$ cat config.mk
export PLATFORM = sky130hd
export DESIGN_NAME = tick_stretcher
export DESIGN_NICKNAME = d
export VERILOG_FILES = /design/src/rtl/tick_pkg.sv /design/src/rtl/cycle_counter.sv /design/src/rtl/tick_stretcher.sv
export SDC_FILE = /design/constraint.sdc
export NUM_CORES = 1
export LEC_CHECK = 0
export ABC_AREA = 1
export CAP_MARGIN = 10
export CORE_MARGIN = 1
export CORE_UTILIZATION = 45
export DETAILED_ROUTE_END_ITERATION = 16
export PLACE_DENSITY = 0.7
export SKIP_LAST_GASP = 1
export SLEW_MARGIN = 20
export SYNTH_ARGS = -nofsm -noshare
export SYNTH_HDL_FRONTEND = slang
export SYNTH_SLANG_ARGS = --single-unit
$ cat constraint.sdc
create_clock -name clk -period 1.6 [get_ports clk]
set_clock_uncertainty 0.1 [all_clocks]
set_input_delay 0.4 -clock clk [delete_from_list [all_inputs] [get_ports clk]]
set_output_delay 0.4 -clock clk [all_outputs]
set_load 0.005 [all_outputs]
$ cat src/rtl/tick_pkg.sv
// Shared types and sizing helpers for the tick stretcher.
package tick_pkg;

  typedef enum logic [1:0] {
    IDLE,
    HIGH,
    GAP
  } stretch_state_t;

  // Width of the shared phase counter: large enough for the longest phase, at least one bit.
  function automatic int unsigned cnt_width(input int unsigned high_cycles,
                                            input int unsigned gap_cycles);
    int unsigned m;
    m = 2;
    if (high_cycles > m) m = high_cycles;
    if (gap_cycles > m) m = gap_cycles;
    return $clog2(m);
  endfunction

endpackage

$ cat src/rtl/cycle_counter.sv
// Loadable down-counter that holds at zero; times the HIGH and GAP phases in turn.
module cycle_counter #(
  parameter int unsigned WIDTH = 2
) (
  input  logic             clk,
  input  logic             reset_n,
  input  logic             load,
  input  logic [WIDTH-1:0] load_val,
  input  logic             en,
  output logic [WIDTH-1:0] value,
  output logic             zero
);

  logic [WIDTH-1:0] value_q;

  always_ff @(posedge clk or negedge reset_n) begin
    if (!reset_n) begin
      value_q <= '0;
    end else if (load) begin
      value_q <= load_val;
    end else if (en && (value_q != '0)) begin
      value_q <= value_q - 1'b1;
    end
  end

  assign value = value_q;
  assign zero  = (value_q == '0);

endmodule

$ cat src/rtl/tick_stretcher.sv
// Stretches single-cycle ticks into fixed-width level pulses separated by a guaranteed low gap;
// ticks arriving mid-pulse are queued in a saturating counter or retrigger the pulse.
module tick_stretcher
  import tick_pkg::*;
#(
  parameter int unsigned HIGH_CYCLES = 4,
  parameter int unsigned GAP_CYCLES  = 2,
  parameter int unsigned PEND_W      = 4,
  parameter bit          RETRIGGER   = 1'b0
) (
  input  logic              clk,
  input  logic              reset_n,
  input  logic              tick,
  input  logic              clr_ovf,
  output logic              level,
  output logic              busy,
  output logic [PEND_W-1:0] pend_count,
  output logic              overflow
);

  localparam int unsigned CNT_W = cnt_width(HIGH_CYCLES, GAP_CYCLES);
  localparam int unsigned GAP_LOAD_INT = (GAP_CYCLES > 0) ? GAP_CYCLES - 1 : 0;
  localparam logic [CNT_W-1:0]  HIGH_LOAD = CNT_W'(HIGH_CYCLES - 1);
  localparam logic [CNT_W-1:0]  GAP_LOAD  = CNT_W'(GAP_LOAD_INT);
  localparam logic [PEND_W-1:0] PEND_MAX  = '1;

  stretch_state_t    state_q, state_d;
  logic [PEND_W-1:0] pend_q, pend_d;
  logic              level_q, busy_q, ovf_q, ovf_d;

  logic             cnt_load, cnt_zero;
  logic [CNT_W-1:0] cnt_load_val, cnt_value;

  logic retrig, high_end, finish, enqueue, ovf_set;

  cycle_counter #(
    .WIDTH(CNT_W)
  ) u_cycle_counter (
    .clk     (clk),
    .reset_n (reset_n),
    .load    (cnt_load),
    .load_val(cnt_load_val),
    .en      (state_q != IDLE),
    .value   (cnt_value),
    .zero    (cnt_zero)
  );

  always_comb begin
    retrig   = RETRIGGER && tick && (state_q == HIGH);
    high_end = (state_q == HIGH) && cnt_zero && !retrig;
    // With no gap the end of HIGH takes the same dequeue decision as the end of GAP.
    finish   = (high_end && (GAP_CYCLES == 0)) || ((state_q == GAP) && cnt_zero);
    enqueue  = tick && (state_q != IDLE) && !retrig && !finish;

    state_d      = state_q;
    pend_d       = pend_q;
    cnt_load     = 1'b0;
    cnt_load_val = HIGH_LOAD;
    ovf_set      = 1'b0;

    if (((state_q == IDLE) && tick) || retrig) begin
      state_d  = HIGH;
      cnt_load = 1'b1;
    end else if (finish) begin
      if ((pend_q != '0) || tick) begin
        state_d  = HIGH;
        cnt_load = 1'b1;
      end else begin
        state_d = IDLE;
      end
      // A tick arriving with the dequeue replaces the consumed entry.
      if ((pend_q != '0) && !tick) pend_d = pend_q - 1'b1;
    end else if (high_end) begin
      state_d      = GAP;
      cnt_load     = 1'b1;
      cnt_load_val = GAP_LOAD;
    end

    if (enqueue) begin
      if (pend_q == PEND_MAX) ovf_set = 1'b1;
      else pend_d = pend_q + 1'b1;
    end

    if (ovf_set) ovf_d = 1'b1;
    else if (clr_ovf) ovf_d = 1'b0;
    else ovf_d = ovf_q;
  end

  always_ff @(posedge clk or negedge reset_n) begin
    if (!reset_n) begin
      state_q <= IDLE;
      pend_q  <= '0;
      ovf_q   <= 1'b0;
      level_q <= 1'b0;
      busy_q  <= 1'b0;
    end else begin
      state_q <= state_d;
      pend_q  <= pend_d;
      ovf_q   <= ovf_d;
      level_q <= (state_d == HIGH);
      busy_q  <= (state_d != IDLE);
    end
  end

  // The shared counter never holds more than the load of the phase it is timing.
  assert property (@(posedge clk) disable iff (!reset_n)
                   (state_q == HIGH) |-> (cnt_value <= HIGH_LOAD));

  assign level      = level_q;
  assign busy       = busy_q;
  assign pend_count = pend_q;
  assign overflow   = ovf_q;

endmodule

==> flow_summary.ini, run 1 <==
[outcome]
status = finished, final reports clean

[die]
die_width_um = 39.70
start_util = 0.4853
rows = 13
dieArea_mm2 = 0.001576
io_pins = 11
dieHeight_um = 39.70
fp.coreArea_mm2 = 0.001318

[clocking]
clock_sinks = 11
root_buffer = clkbuf_4
tritoncts = done
numCtsBuffers = 3
cts_buffer_depth = 2
clkLatencyLatePin_ns = 0.27
htree_levels = 1
cts.clk_slew.worst_paths_ns = 0.07
cts_hold_buf = 0

[synthesis]
ys_warn_count = 0
synth.ff_latch_count = 11
yosysSeqAreaShare = 0.4305
avgSynthCellArea_um2 = 7.522
synth_cell_types = 21
netlist_area_um2 = 639.4
synthCells = 85
syn_nets = 92

[worst_setup_path]
startpoint_type = flop
cp_cell_sequence = inv_1, ha_4, nand2_2, nor2_4, nand2_4, nor2_4, nand2_2, nand2_1, nand2_1, nand2_1, nand2_1
critPathCaptureType = flop
slowest_delay_ns = 0.38
r2r_setup_slack_ns = 0.09
critical_path_buf_inv_count = 1
required_ns = 1.67
crit_top_cell = nand2_1
critPathTopFamily = simple AND/OR/NAND/NOR gates
slowest_stage = dfrtp_1
critPathKind = flop to flop
worstPathArrival_ns = 1.58
reg2reg_from = u_cycle_counter.value[0]$_DFFE_PN0P_
reg2reg_to = pend_count[2]$_DFF_PN0_
path_max_fanout = 4
reg2reg_depth = 11

[layout]
fillerInstances = 115
final-seq-area_um2 = 275.3
multi_input_area_um2 = 340.3
stdcell_area_um2 = 920.9
final_nets = 119
syn_to_final_growth_pct = 44.03
layout_common_cells = nand2_1 (21), inv_1 (14), dfrtp_1 (11), buf_4 (11)
drive_gt1_frac = 0.2883
mostFrequentLayoutCell = nand2_1
n_antenna_cell = 0

[timing]
maxSlewViolCount = 0
fmax_ghz = 0.6604
slew_headroom = 0.8407
final-hold-violation-count = 0
worst_slack_ns = 0.08570
setup_violations = 0
worst-slew-pin-transition_ns = 0.2374
tns_ns = 0
post-route-period-util = 0.9464
hold_slack_ns = 0.3200
fin_crit_ns = 1.514
rsz0062_at_grt = true

[power_and_ir_drop]
ir_drop_uv = 1086
leakagePower_uw = 0.0005001
power.density_mw_per_mm2 = 1912

[flow_run]
max-cap-violations = 0

[hold_path]
hp-class = input port to asynchronous set/reset pin

[global_route]
antenna_found_initial = 0
grt_max_degree = 12
grt_pass1_vias = 492
overflow = 0
grt_usage = 0.1967
grt_pass1_wl_um = 1973

[route]
viasPerCell = 4.675
via_count = 589
route.detailed.drc = 0
wirelength_um = 1310
wl_per_cell_um = 10.40
ant_nets = 0
drtIter0Drc = 7
first_pass_iters = 3

[placement]
place_ws_ns = -0.08636
globalplace.congestion = 0.7248
io_buffers = 10
dpl_cell_area_um2 = 795.8
dpl.hpwl_um = 933.7
Yosys cell counts, drive strengths merged:
library cell | count | share of area
ha | 3 | 0.059
a21oi | 2 | 0.016
xor2 | 1 | 0.014
dfrtp | 11 | 0.43
nand2 | 27 | 0.17
o211ai | 1 | 0.012
or2 | 1 | 0.0098
nand3 | 6 | 0.055
nor2 | 7 | 0.057
a31oi | 1 | 0.0098
o22ai | 1 | 0.0098
o21ai | 6 | 0.053
nand4 | 1 | 0.0098
inv | 17 | 0.10
worst reg2reg max path: stages (launching register included):
cell     delay (ns)
dfrtp_1        0.38
inv_1          0.09
ha_4           0.14
nand2_2        0.06
nor2_4         0.14
nand2_4        0.08
nor2_4         0.15
nand2_2        0.07
nand2_1        0.06
nand2_1        0.04
nand2_1        0.05
nand2_1        0.04
per-stage QoR:
| stage | util | power, uW | cells |
|---|---|---|---|
| after floorplan | - | 1054 | 85 |
| after global placement | 0.6040 | 1362 | 115 |
| after detailed placement | 0.6040 | 1390 | 115 |
| after CTS | 0.6429 | 1629 | 123 |
| after global routing | 0.6990 | 1951 | 126 |
| final | 0.6990 | 1761 | 126 |
cell type report:
type | count | share of cell area
clock buffers | 4 | 0.02853
repair buffers | 22 | 0.2133
inverters | 17 | 0.06929
well taps | 15 | 0.02038
multi-input cells | 57 | 0.3696
flip-flops and latches | 11 | 0.2989
cell families after synthesis:
group           after synthesis  share of synthesized area
compound gates               11                    0.09982
buf+inv                      17                    0.09980
flops                        11                     0.4305
xor+xnor                      1                    0.01370
simple gates                 42                     0.2975
fa+ha+maj                     3                    0.05871
power breakdown:
group          switching, uW  leakage (uW)  internal [uW]
logic                    544      0.000356            527
registers               84.4      0.000129            412
clock network           96.9     0.0000150           96.6
total                    725      0.000500           1040
worst max path at each step:
stage,endpoint,from,slack (ns),cells past startpoint
after floorplan,pend_count[2]$_DFF_PN0_,pend_count[0]$_DFF_PN0_,0.14,10
after global placement,pend_count[3]$_DFF_PN0_,tick,-0.08,8
after detailed placement,pend_count[3]$_DFF_PN0_,tick,-0.09,8
after CTS,pend_count[2],pend_count[2]$_DFF_PN0_,-0.02,1
after global routing,pend_count[2]$_DFF_PN0_,u_cycle_counter.value[0]$_DFFE_PN0P_,-0.04,11
final,pend_count[2]$_DFF_PN0_,u_cycle_counter.value[0]$_DFFE_PN0P_,0.09,11
registers in the layout, indices dropped and copies added (netlist names):
register               cells
level                      1
pend_count                 4
busy                       1
state_q                    2
overflow                   1
u_cycle_counter.value      2
layer usage:
metal | track usage | wire, um | vias up
met5 | 0 | 0 | -
met4 | 0.1293 | 22 | 0
met3 | 0.05114 | 37 | 4
met2 | 0.2992 | 646 | 7
met1 | 0.2396 | 603 | 259
li1 | - | - | 319
what timing repair did:
| action | in CTS | in global routing |
|---|---|---|
| cloned | 0 | 0 |
| pin swaps | 0 | 7 |
| endpoints found under the hold margin | 0 | 0 |
| endpoints found under the setup margin | 5 | 10 |
| resized for setup | 4 | 15 |
| setup buffers | 4 | 3 |
No activity file was read; power rests on OpenSTA's default activity.
==> run 2: changes to the inputs <==
--- a/config.mk
+++ b/config.mk
@@ -6,11 +6,11 @@
 export NUM_CORES = 1
 export LEC_CHECK = 0
 export ABC_AREA = 1
-export CAP_MARGIN = 10
 export CORE_MARGIN = 1
 export CORE_UTILIZATION = 45
 export DETAILED_ROUTE_END_ITERATION = 16
 export PLACE_DENSITY = 0.7
+export SETUP_SLACK_MARGIN = 0.15
 export SKIP_LAST_GASP = 1
 export SLEW_MARGIN = 20
 export SYNTH_ARGS = -nofsm -noshare
==> flow_summary.ini, run 2 (synthesized netlist as in run 1, its figures left out) <==
[outcome]
status = finished, final reports clean

[route]
wirelength_um = 1636
viasPerCell = 4.985
via_count = 678
route.detailed.drc = 0
first_pass_iters = 4
ant_nets = 0
drtIter0Drc = 7
wl_per_cell_um = 12.03

[die]
io_pins = 11
rows = 13
dieHeight_um = 39.70
start_util = 0.4853
dieArea_mm2 = 0.001576
die_width_um = 39.70
fp.coreArea_mm2 = 0.001318

[global_route]
overflow = 0
grt_usage = 0.2360
grt_pass1_wl_um = 2359
antenna_found_initial = 0
grt_max_degree = 12
grt_pass1_vias = 594

[timing]
fmax_ghz = 0.6432
final-hold-violation-count = 0
hold_slack_ns = 0.2943
fin_crit_ns = 1.555
maxSlewViolCount = 0
post-route-period-util = 0.9716
setup_violations = 0
worst-slew-pin-transition_ns = 0.2463
rsz0062_at_grt = true
slew_headroom = 0.8341

[placement]
globalplace.congestion = 0.7194
io_buffers = 10
place_inst = 115
dpl.hpwl_um = 999

[worst_setup_path]
r2r_setup_slack_ns = 0.05
startpoint = pend_count[1]$_DFF_PN0_
worstPathArrival_ns = 1.67
reg2reg_depth = 9
required_ns = 1.72
critPathKind = flop to flop
startpoint_type = flop
critPathCaptureType = flop
path_max_fanout = 3
reg2reg_from = pend_count[1]$_DFF_PN0_
timing.critical_path.to = pend_count[0]$_DFF_PN0_
reg2reg_to = pend_count[0]$_DFF_PN0_

[power_and_ir_drop]
leakagePower_uw = 0.0005447
power.density_mw_per_mm2 = 1968
p_switching_uw = 861.2
ir_drop_uv = 1118
power.share.clock = 0.098
swShare = 0.4189
p_int_uw = 1195
power_frac_seq = 0.245
power_frac_comb = 0.657

[flow_run]
max-cap-violations = 0

[layout]
n_antenna_cell = 0
syn_to_final_growth_pct = 63.40
fillerInstances = 85
layout_common_cells = nand2_1 (19), buf_4 (18), inv_1 (12)
mostFrequentLayoutCell = nand2_1
multi_input_area_um2 = 386.6
drive_gt1_frac = 0.4380
final_nets = 129
final-seq-area_um2 = 275.3
final_cell_count_no_fill = 136
largest_register_ffs = 4

[clocking]
tritoncts = done
numCtsBuffers = 3
cts.clk_slew.worst_paths_ns = 0.08
root_buffer = clkbuf_4
clkLatencyLatePin_ns = 0.29
htree_levels = 1
cts_buffer_depth = 2
cts_hold_buf = 0
clock_sinks = 11

[hold_path]
hp-class = input port to asynchronous set/reset pin
run 2: cell types whose count changed in the layout (fill, tap and decap cells not counted), sizes merged:
cell,before,now
dlygate4sd2,4,3
clkdlybuf4s15,0,2
dlymetal6s2s,3,1
buf,12,22
clkbuf,4,5
run 2: timing repair:
action	in CTS	in global routing
endpoints found under the setup margin	15	14
setup buffers	11	6
hold endpoints to repair	0	0
pin swaps	5	5
resized for setup	22	15
run 2: per-layer routing:
metal | GRT usage | part of all wire
met3 | 0.08523 | 0.031
met1 | 0.2580 | 0.42
met4 | 0.07759 | 0.013
met5 | 0 | 0
met2 | 0.4139 | 0.53
run 2: through the flow:
| stage | TNS (ns) | utilization | worst slack, ns | cell area [um2] | total power [uW] |
|---|---|---|---|---|---|
| finish | 0 | 0.7930 | 0.04538 | 1045 | 2056 |
| CTS | -0.02741 | 0.7322 | -0.02741 | 964.7 | 1871 |
| floorplan | 0 | - | 0.1502 | 641.9 | 1060 |
| global route | -0.05342 | 0.7930 | -0.03318 | 1045 | 2229 |
| global placement | -0.05209 | 0.6059 | -0.05209 | 798.3 | 1347 |
| detailed placement | -0.1415 | 0.6059 | -0.07272 | 798.3 | 1391 |
run 2: cell type report:
class / count / area share
inverter: 17 / 0.06108
sequential: 11 / 0.2635
tap: 15 / 0.01796
clock buffer: 4 / 0.02515
multi-input combinational: 57 / 0.3701
timing repair buffer: 32 / 0.2623
run 2: power groups by stage:
| stage | Sequential (uW) | Clock [uW] | Combinational (uW) |
|---|---|---|---|
| global placement | 534 | 0 | 813 |
| CTS | 491 | 206 | 1170 |
| floorplan | 530 | 0 | 530 |
| detailed placement | 537 | 0 | 854 |
| finish | 504 | 201 | 1350 |
| global route | 518 | 222 | 1490 |
run 2: how the worst min path moves through the flow:
| stage | end | depth (start not counted) | start | slack [ns] |
|---|---|---|---|---|
| 6_report | pend_count[3]$_DFF_PN0_ | 2 | reset_n | 0.29 |
| 3_3_place_gp | u_cycle_counter.value[0]$_DFFE_PN0P_ | 1 | u_cycle_counter.value[0]$_DFFE_PN0P_ | 0.41 |
| 5_1_grt | pend_count[3]$_DFF_PN0_ | 2 | reset_n | 0.31 |
| 3_5_place_dp | u_cycle_counter.value[0]$_DFFE_PN0P_ | 1 | u_cycle_counter.value[0]$_DFFE_PN0P_ | 0.41 |
| 4_1_cts | pend_count[3]$_DFF_PN0_ | 2 | reset_n | 0.30 |
| 2_1_floorplan | busy$_DFF_PN0_ | 0 | reset_n | 0.004 |
run 2: worst max-delay path, cell delays in order (launching register included):
cell and delay [ns]:
dfrtp_1 0.41, buf_6 0.14, ha_4 0.15, nand2_2 0.05
nor2_1 0.04, inv_1 0.10, nand3_2 0.11, buf_4 0.16
o21ai_2 0.06, xor2_1 0.16
==> run 3: changes to the inputs <==
--- a/config.mk
+++ b/config.mk
@@ -9,6 +9,7 @@
 export CORE_MARGIN = 1
 export CORE_UTILIZATION = 45
 export DETAILED_ROUTE_END_ITERATION = 16
+export MAX_ROUTING_LAYER = met4
 export PLACE_DENSITY = 0.7
 export SETUP_SLACK_MARGIN = 0.15
 export SKIP_LAST_GASP = 1
==> flow_summary.ini, run 3 (synthesized netlist as in run 1, its figures left out) <==
[worst_setup_path]
path_max_fanout = 3
critPathKind = flop to flop
critPathCaptureType = flop
startpoint = pend_count[1]$_DFF_PN0_
reg2reg_to = pend_count[0]$_DFF_PN0_
worstPathArrival_ns = 1.67
r2r_setup_slack_ns = 0.05
reg2reg_from = pend_count[1]$_DFF_PN0_
reg2reg_depth = 9
slowest_stage = dfrtp_1
cp_cell_sequence = buf_6, ha_4, nand2_2, nor2_1, inv_1, nand3_2, buf_4, o21ai_2, xor2_1
startpoint_type = flop
required_ns = 1.72
slowest_delay_ns = 0.41

[flow_run]
max-cap-violations = 0

[clocking]
htree_levels = 1
cts_buffer_depth = 2
numCtsBuffers = 3
root_buffer = clkbuf_4
tritoncts = done
clkLatencyLatePin_ns = 0.29
clock_sinks = 11
cts.clk_slew.worst_paths_ns = 0.08

[power_and_ir_drop]
ir_drop_uv = 1120
power.density_mw_per_mm2 = 1970
leakagePower_uw = 0.0005447

[placement]
globalplace.congestion = 0.7279
dpl.hpwl_um = 999
place_inst = 115
place_ws_ns = -0.07272
io_buffers = 10
dpl_cell_area_um2 = 798.3

[timing]
post-route-period-util = 0.9709
final-hold-violation-count = 0
worst_slack_ns = 0.04656
slew_headroom = 0.8341
maxSlewViolCount = 0
worst-slew-pin-transition_ns = 0.2463
rsz0062_at_grt = true
fmax_ghz = 0.6437
setup_violations = 0
fin_crit_ns = 1.553

[global_route]
overflow = 0
grt_usage = 0.2405
grt_pass1_vias = 595
grt_pass1_wl_um = 2352
grt_max_degree = 12
antenna_found_initial = 0

[layout]
final_cell_count_no_fill = 136
n_antenna_cell = 0
stdcell_area_mm2 = 0.001045
syn_to_final_growth_pct = 63.40
drive_gt1_frac = 0.4380
fillerInstances = 85
mostFrequentLayoutCell = nand2_1
layout_common_cells = nand2_1 (19), buf_4 (18), inv_1 (12)
final_nets = 129
largest_register_ffs = 4

[route]
viasPerCell = 4.993
via_count = 679
route.detailed.drc = 0
drtIter0Drc = 7
wirelength_um = 1639
first_pass_iters = 4
wl_per_cell_um = 12.05
ant_nets = 0

[die]
dieArea_mm2 = 0.001576
die_width_um = 39.70
fp.coreArea_mm2 = 0.001318
start_util = 0.4853
io_pins = 11
rows = 13
dieHeight_um = 39.70

[hold_path]
hp-class = input port to asynchronous set/reset pin

[outcome]
status = finished, final reports clean
run 3: cell counts in the layout (fill, tap and decap cells not counted):
Identical to the previous run, type by type.
run 3: routing by layer:
metal  share of wire  global-route usage
met4           0.013             0.07759
met5               0                   -
met2            0.53              0.4139
met3           0.031             0.08523
met1            0.43              0.2544
run 3: stage by stage:
stage	total power (uW)	util	setup TNS [ns]	hold slack (ns)
after floorplan	1060	-	0	0.004409
after global placement	1347	0.6059	-0.05209	0.4128
after detailed placement	1391	0.6059	-0.1415	0.4082
after CTS	1871	0.7322	-0.02741	0.2978
after global routing	2228	0.7930	-0.04942	0.3116
final	2058	0.7930	0	0.2928
run 3: report_power, final:
| group | switching, uW | internal (uW) |
|---|---|---|
| clock | 105 | 97.0 |
| sequential | 91.7 | 412 |
| combinational | 667 | 686 |
| total | 863 | 1190 |
run 3: how the worst max path moves through the flow:
stage	depth (start not counted)	end	slack [ns]
final	9	pend_count[0]$_DFF_PN0_	0.05
after global routing	12	pend_count[3]$_DFF_PN0_	-0.03
after CTS	1	pend_count[2]	-0.03
after detailed placement	8	pend_count[3]$_DFF_PN0_	-0.07
after global placement	8	pend_count[3]$_DFF_PN0_	-0.05
after floorplan	10	pend_count[2]$_DFF_PN0_	0.15
run 3: cell type report:
class / instances / area [um2] / area share
Inverter: 17 / 63.81 / 0.06108
Tap cell: 15 / 18.77 / 0.01796
Timing Repair Buffer: 32 / 274.0 / 0.2623
Clock buffer: 4 / 26.28 / 0.02515
Multi-Input combinational cell: 57 / 386.6 / 0.3701
Sequential cell: 11 / 275.3 / 0.2635
run 3: repair_timing:
| action | in CTS | in global routing |
|---|---|---|
| setup endpoints to repair | 15 | 14 |
| pin swaps | 5 | 5 |
| cloned | 0 | 0 |
| hold buffers | 0 | 0 |
| buffers inserted | 11 | 6 |
| resized for setup | 22 | 15 |
run 3: critical path: cells and delay by family, from the launching register on:
family          cells  cell delay [ns]
flops               1             0.41
buf+inv             3             0.40
simple gates        3             0.19
xor+xnor            1             0.16
fa+ha+maj           1             0.15
compound gates      1             0.06
